==> src/rtl/nibble_add_pkg.sv <==
`default_nettype none
// ============================================================================
// Module  : nibble_add_pkg
// Brief   : Shared types and constants for the nibble-serial adder.
// Revision: 1.0 - initial release
// ============================================================================
package nibble_add_pkg;

   // Width of the single shared adder slice
   localparam int NIBBLE_W = 4;

   // Controller states; encoding 2'd3 is unused and recovers to IDLE
   typedef enum logic [1:0] {
      IDLE = 2'd0,
      ADD  = 2'd1,
      DONE = 2'd2
   } state_t;

endpackage : nibble_add_pkg
`default_nettype wire

==> src/rtl/nibble_add4.sv <==
`default_nettype none
// ============================================================================
// Module  : nibble_add4
// Brief   : 4-bit combinational adder with carry-in. Also exposes the carry
//           into bit 3 so the caller can form signed overflow.
// Revision: 1.0 - initial release
// ============================================================================
module nibble_add4
   import nibble_add_pkg::*;
(
   input  logic [NIBBLE_W-1:0] a,
   input  logic [NIBBLE_W-1:0] b,
   input  logic                ci,
   output logic [NIBBLE_W-1:0] s,
   output logic                co,
   output logic                c3
);

   logic [3:0] w_lo;   // bits 2..0 plus carry into bit 3
   logic [1:0] w_hi;   // bit 3 plus carry out

   // Split the add at bit 3 so the internal carry is visible
   assign w_lo = {1'b0, a[2:0]} + {1'b0, b[2:0]} + {3'b000, ci};
   assign w_hi = {1'b0, a[3]} + {1'b0, b[3]} + {1'b0, w_lo[3]};

   assign s  = {w_hi[0], w_lo[2:0]};
   assign co = w_hi[1];
   assign c3 = w_lo[3];

endmodule : nibble_add4
`default_nettype wire

==> src/rtl/nibble_serial_add_ctrl.sv <==
`default_nettype none
// ============================================================================
// Module  : nibble_serial_add_ctrl
// Brief   : Add/subtract of two WIDTH-bit operands using one 4-bit adder,
//           one nibble per clock, LSB nibble first, with valid/ready handshakes
//           on both the operand and the result side.
// Revision: 1.0 - initial release
// ============================================================================
module nibble_serial_add_ctrl
   import nibble_add_pkg::*;
#(
   parameter int WIDTH = 16   // multiple of 4, at least 8
)
(
   input  logic             clk,
   input  logic             rst,
   input  logic             in_valid,
   output logic             in_ready,
   input  logic [WIDTH-1:0] a,
   input  logic [WIDTH-1:0] b,
   input  logic             sub,
   input  logic             cin,
   output logic             out_valid,
   input  logic             out_ready,
   output logic [WIDTH-1:0] sum,
   output logic             cout,
   output logic             ovf,
   output logic             busy
);

   localparam int c_nib   = WIDTH / NIBBLE_W;
   localparam int c_idx_w = (c_nib > 1) ? $clog2(c_nib) : 1;
   localparam logic [c_idx_w-1:0] c_last_idx = c_idx_w'(c_nib - 1);

   state_t             r_state;
   logic [WIDTH-1:0]   r_a;
   logic [WIDTH-1:0]   r_b;        // already inverted for subtraction
   logic               r_carry;
   logic [c_idx_w-1:0] r_idx;
   logic [WIDTH-1:0]   r_sum;
   logic               r_cout;
   logic               r_ovf;
   logic               r_in_ready;
   logic               r_busy;
   logic               r_out_valid;

   logic [c_idx_w+1:0]  w_base;    // bit offset of the current nibble
   logic [WIDTH-1:0]    w_a_sh;
   logic [WIDTH-1:0]    w_b_sh;
   logic [NIBBLE_W-1:0] w_s;
   logic                w_co;
   logic                w_c3;

   // Nibble k starts at bit 4*k; shifting the latched operands selects it
   assign w_base = {r_idx, 2'b00};
   assign w_a_sh = r_a >> w_base;
   assign w_b_sh = r_b >> w_base;

   nibble_add4 u_add4 (
      .a  (w_a_sh[NIBBLE_W-1:0]),
      .b  (w_b_sh[NIBBLE_W-1:0]),
      .ci (r_carry),
      .s  (w_s),
      .co (w_co),
      .c3 (w_c3)
   );

   // Controller and datapath: accept, one nibble per cycle, hold result
   always_ff @(posedge clk or posedge rst) begin
      if (rst) begin
         r_state     <= IDLE;
         r_a         <= '0;
         r_b         <= '0;
         r_carry     <= 1'b0;
         r_idx       <= '0;
         r_sum       <= '0;
         r_cout      <= 1'b0;
         r_ovf       <= 1'b0;
         r_in_ready  <= 1'b1;
         r_busy      <= 1'b0;
         r_out_valid <= 1'b0;
      end else begin
         case (r_state)
            IDLE: begin
               if (in_valid) begin
                  // Subtraction is a + ~b + 1
                  r_a        <= a;
                  r_b        <= b ^ {WIDTH{sub}};
                  r_carry    <= sub | cin;
                  r_idx      <= '0;
                  r_sum      <= '0;
                  r_cout     <= 1'b0;
                  r_ovf      <= 1'b0;
                  r_state    <= ADD;
                  r_in_ready <= 1'b0;
                  r_busy     <= 1'b1;
               end
            end
            ADD: begin
               for (int k = 0; k < c_nib; k++) begin
                  if (r_idx == c_idx_w'(k)) begin
                     r_sum[k*NIBBLE_W +: NIBBLE_W] <= w_s;
                  end
               end
               r_carry <= w_co;
               if (r_idx == c_last_idx) begin
                  r_idx       <= '0;
                  r_cout      <= w_co;
                  r_ovf       <= w_c3 ^ w_co;
                  r_state     <= DONE;
                  r_busy      <= 1'b0;
                  r_out_valid <= 1'b1;
               end else begin
                  r_idx <= r_idx + 1'b1;
               end
            end
            DONE: begin
               if (out_ready) begin
                  r_state     <= IDLE;
                  r_out_valid <= 1'b0;
                  r_in_ready  <= 1'b1;
               end
            end
            default: begin
               r_state     <= IDLE;
               r_idx       <= '0;
               r_in_ready  <= 1'b1;
               r_busy      <= 1'b0;
               r_out_valid <= 1'b0;
            end
         endcase
      end
   end

   assign in_ready  = r_in_ready;
   assign busy      = r_busy;
   assign out_valid = r_out_valid;
   assign sum       = r_sum;
   assign cout      = r_cout;
   assign ovf       = r_ovf;

endmodule : nibble_serial_add_ctrl
`default_nettype wire
==> config.mk <==
export PLATFORM = sky130hd
export DESIGN_NAME = nibble_serial_add_ctrl
export DESIGN_NICKNAME = d
export VERILOG_FILES = /design/src/rtl/nibble_add_pkg.sv /design/src/rtl/nibble_add4.sv /design/src/rtl/nibble_serial_add_ctrl.sv
export SDC_FILE = /design/constraint.sdc
export NUM_CORES = 1
export LEC_CHECK = 0
export ABC_AREA = 1
export BUFFER_PORTS_ARGS = -buffer_cell sky130_fd_sc_hd__buf_4
export CAP_MARGIN = 15
export CORE_MARGIN = 1.5
export CORE_UTILIZATION = 51
export DETAILED_ROUTE_END_ITERATION = 8
export GPL_TIMING_DRIVEN = 0
export PLACE_DENSITY = 0.75
export SETUP_SLACK_MARGIN = 0.4
export SLEW_MARGIN = 5
export SYNTH_ARGS = -nofsm -noshare
export SYNTH_HDL_FRONTEND = slang
export SYNTH_SLANG_ARGS = --single-unit
==> constraint.sdc <==
create_clock -name clk -period 3.5 [get_ports clk]
set_input_delay 0.7 -clock clk [delete_from_list [all_inputs] [get_ports clk]]
set_output_delay 0.7 -clock clk [all_outputs]
set_load 0.05 [all_outputs]
==> results.toml <==
[route]
wl_um = 6249
ant_nets = 0
viasPerCell = 4.943
first_pass_iters = 4
via_count = 2422
dr.first_iter.drc_count = 87
routedWlPerCell_um = 12.75
drcViolationCount = 0

[timing]
period_share_pct = 79.95
maxSlewHeadroom_pct = 70.81
fin_crit_ns = 2.798
grt_setup_unrepaired = "false"
fmax_mhz = 357.3
tightest_slew_ns = 0.4372
fin_worst_skew_ns = 0.008594
setup_tns_ns = 0
hold_viol = 0
slew_viol_final = 0
worst_slack_ns = 0.7016
setup_viol = 0

[worst_setup_path]
critPathLaunchType = "flip-flop"
crit_chain = "clkbuf_2 -> clkinvlp_4 -> o21ai_0 -> o22ai_1 -> ha_1 -> a21oi_1 -> nand2_1 -> fa_1 -> inv_1 -> nor2_4 -> nand2_1 -> o21ai_0"
slowest_stage = "fa_1"
worstSetupPathType = "flip-flop to flip-flop"
slowest_delay_ns = 0.54
r2r_cells = 12
path_max_fanout = 11
crit_arrival_ns = 3.05
critPathCaptureType = "flip-flop"
required_ns = 3.75

[clock_network]
cts_buffers = 9
path_clk_slew_ns = 0.06
cts_sinks = 58
clkLatencyLatePin_ns = 0.33
ctsHtreeMaxLevel = 3
cts_tree = "yes"
clk_path_buf_depth = 2
root_buffer = "clkbuf_8"

[floorplan]
die_w_um = 79.00
start_util_pct = 53.16
row_count = 27
core_area_um2 = 5540
fp.dieArea_um2 = 6240
ios = 59
die_y_um = 79.00

[pwr]
leakagePower_nw = 1.917
p_per_area_nw_per_um2 = 1075
ir_drop_mv = 0.5450
total_power_mw = 3.965

[global_routing]
grt_max_degree = 39
grt_usage_pct = 21.87
grt.overflow.total = 0
grt_pass1_vias = 2294
grt_pass1_wl_um = 10390
antenna_found_initial = 0

[synthesis]
synth_top_area_share_pct = 48.43
ys.warnings.count = 0
synth.distinct_cells = 31
syn_inst = 343
yosys.area.top_type = "dfrtp_1"
synth_area_leaders = "dfrtp_1 48%, nand2_1 16%, o21ai_0 5.6%"
synth_fp_nets = 390
syn_area_um2 = 2945
synth-seq-area-share_pct = 49.32
avgSynthCellArea_um2 = 8.587
ys_ff_latch = 58

[place]
portBuffers = 57
gp_congestion = 0.7673
place_ws_ns = 0.4564
placed_area_um2 = 3483
hpwl_um = 4481

[final_layout]
nets = 460
drive_gt1_share_pct = 25.36
areaGrowthSynthToFinish_pct = 25.23
final_util_pct = 66.58
design_area_um2 = 3689
nFillCells = 474
antennaDiodeCount = 0

[min_path]
hold_class = "primary input to async pin"

[status]
status = "finished clean"

[flow_run]
maxCapViolCount = 0
==> area by class of cell <==
type	count	area, um2	share of cell area (%)
clock buffers	14	172.7	4.681
clock inverters	2	10.01	0.2714
repair buffers	59	455.4	12.35
plain buffers	14	101.3	2.748
well taps	72	90.09	2.442
multi-input cells	243	1291	35.01
flip-flops and latches	58	1453	39.38
inverters	28	115.1	3.121
==> report_power, final <==
group,internal (mW),total [mW],switching (mW)
clock,0.313,0.563,0.249
sequential,0.980,1.15,0.169
combinational,0.794,2.25,1.46
total,2.09,3.96,1.88
==> critical path: cells and delay by family (launching register included) <==
kind            cells  cell delay [ns]
compound gates      4             0.53
fa+ha+maj           2             0.88
buf+inv             3             0.60
flops               1             0.38
simple gates        3             0.32
==> repair_timing <==
| action | in CTS | in global routing |
|---|---|---|
| endpoints found under the hold margin | 0 | 0 |
| endpoints found under the setup margin | 0 | 4 |
| hold buffers | 0 | 0 |
| buffers inserted | 0 | 1 |
| resized for setup | 0 | 4 |
==> layout by cell type, fill, tap and decap left out, types with 2 or more instances in the layout <==
cell type	n
nand2_1	129
buf_4	63
dfrtp_1	57
o21ai_0	33
inv_1	21
nor2_1	17
xnor2_1	16
clkbuf_8	12
nand3_1	10
o21ai_1	6
ha_1	6
o22ai_1	5
inv_2	4
buf_2	4
buf_6	3
o21ai_4	3
nor2_4	3
a21oi_1	3
fa_1	3
clkinvlp_4	2
clkbuf_2	2
clkbuf_1	2
clkinv_2	2
==> cells in the mapped netlist (all sizes together) <==
cell type / instances
mux2i: 1
o21ai: 42
a21oi: 3
nand3: 11
o22ai: 5
dfrtp: 57
nor3b: 1
ha: 6
fa: 3
buf: 12
clkbuf: 2
dfstp: 1
nor2: 21
o22a: 1
clkinv: 2
xnor2: 16
o211ai: 1
nand3b: 1
nand2: 131
inv: 26
==> metrics by stage <==
stage,cells,hold slack (ns)
finish,490,0.3750
floorplan,343,0.4436
global placement,472,0.4551
CTS,489,0.3848
global route,490,0.4030
detailed placement,473,0.4606
==> kinds of logic (layout without fill, tap and decap cells) <==
family	after synthesis	count (layout)	synth area share (%)
and+or+nand+nor	165	165	23.49
muxes	1	1	0.3399
buffers and inverters	42	117	7.095
xor gates and xnor gates	16	16	4.758
AOI/OAI and AO/OA	52	52	10.41
DFF	58	58	49.32
adders and majority gates	9	9	4.588
==> state kept, by name, indices dropped and copies added, names as in the netlist <==
| name | count |
|---|---|
| r_carry | 1 |
| busy | 1 |
| r_b | 16 |
| ovf | 1 |
| out_valid | 1 |
| sum | 16 |
| cout | 1 |
| r_idx | 2 |
| r_state | 2 |
| r_a | 16 |
| in_ready | 1 |
==> final timing paths <==
kind	startpoint	slack, ns	end
max reg2reg	r_idx[1]$_DFFE_PP0P_	0.70	sum[7]$_DFFE_PP0P_
max in group asynchronous	rst	2.58	r_idx[1]$_DFFE_PP0P_
min in group clk	r_a[11]$_DFFE_PP0P_	0.48	r_a[11]$_DFFE_PP0P_
max	r_idx[1]$_DFFE_PP0P_	0.70	sum[7]$_DFFE_PP0P_
min reg2reg	r_a[11]$_DFFE_PP0P_	0.48	r_a[11]$_DFFE_PP0P_
min	rst	0.37	sum[2]$_DFFE_PP0P_
==> per-layer routing <==
layer  vias up  GRT usage, %  wire length (um)
met1      1121         28.01              2887
met5         -             0                 0
li1       1218             -                 -
met2        77         36.07              2973
met4         0         8.421                77
met3         6         4.943               310
(Power assumes the default switching activity.)
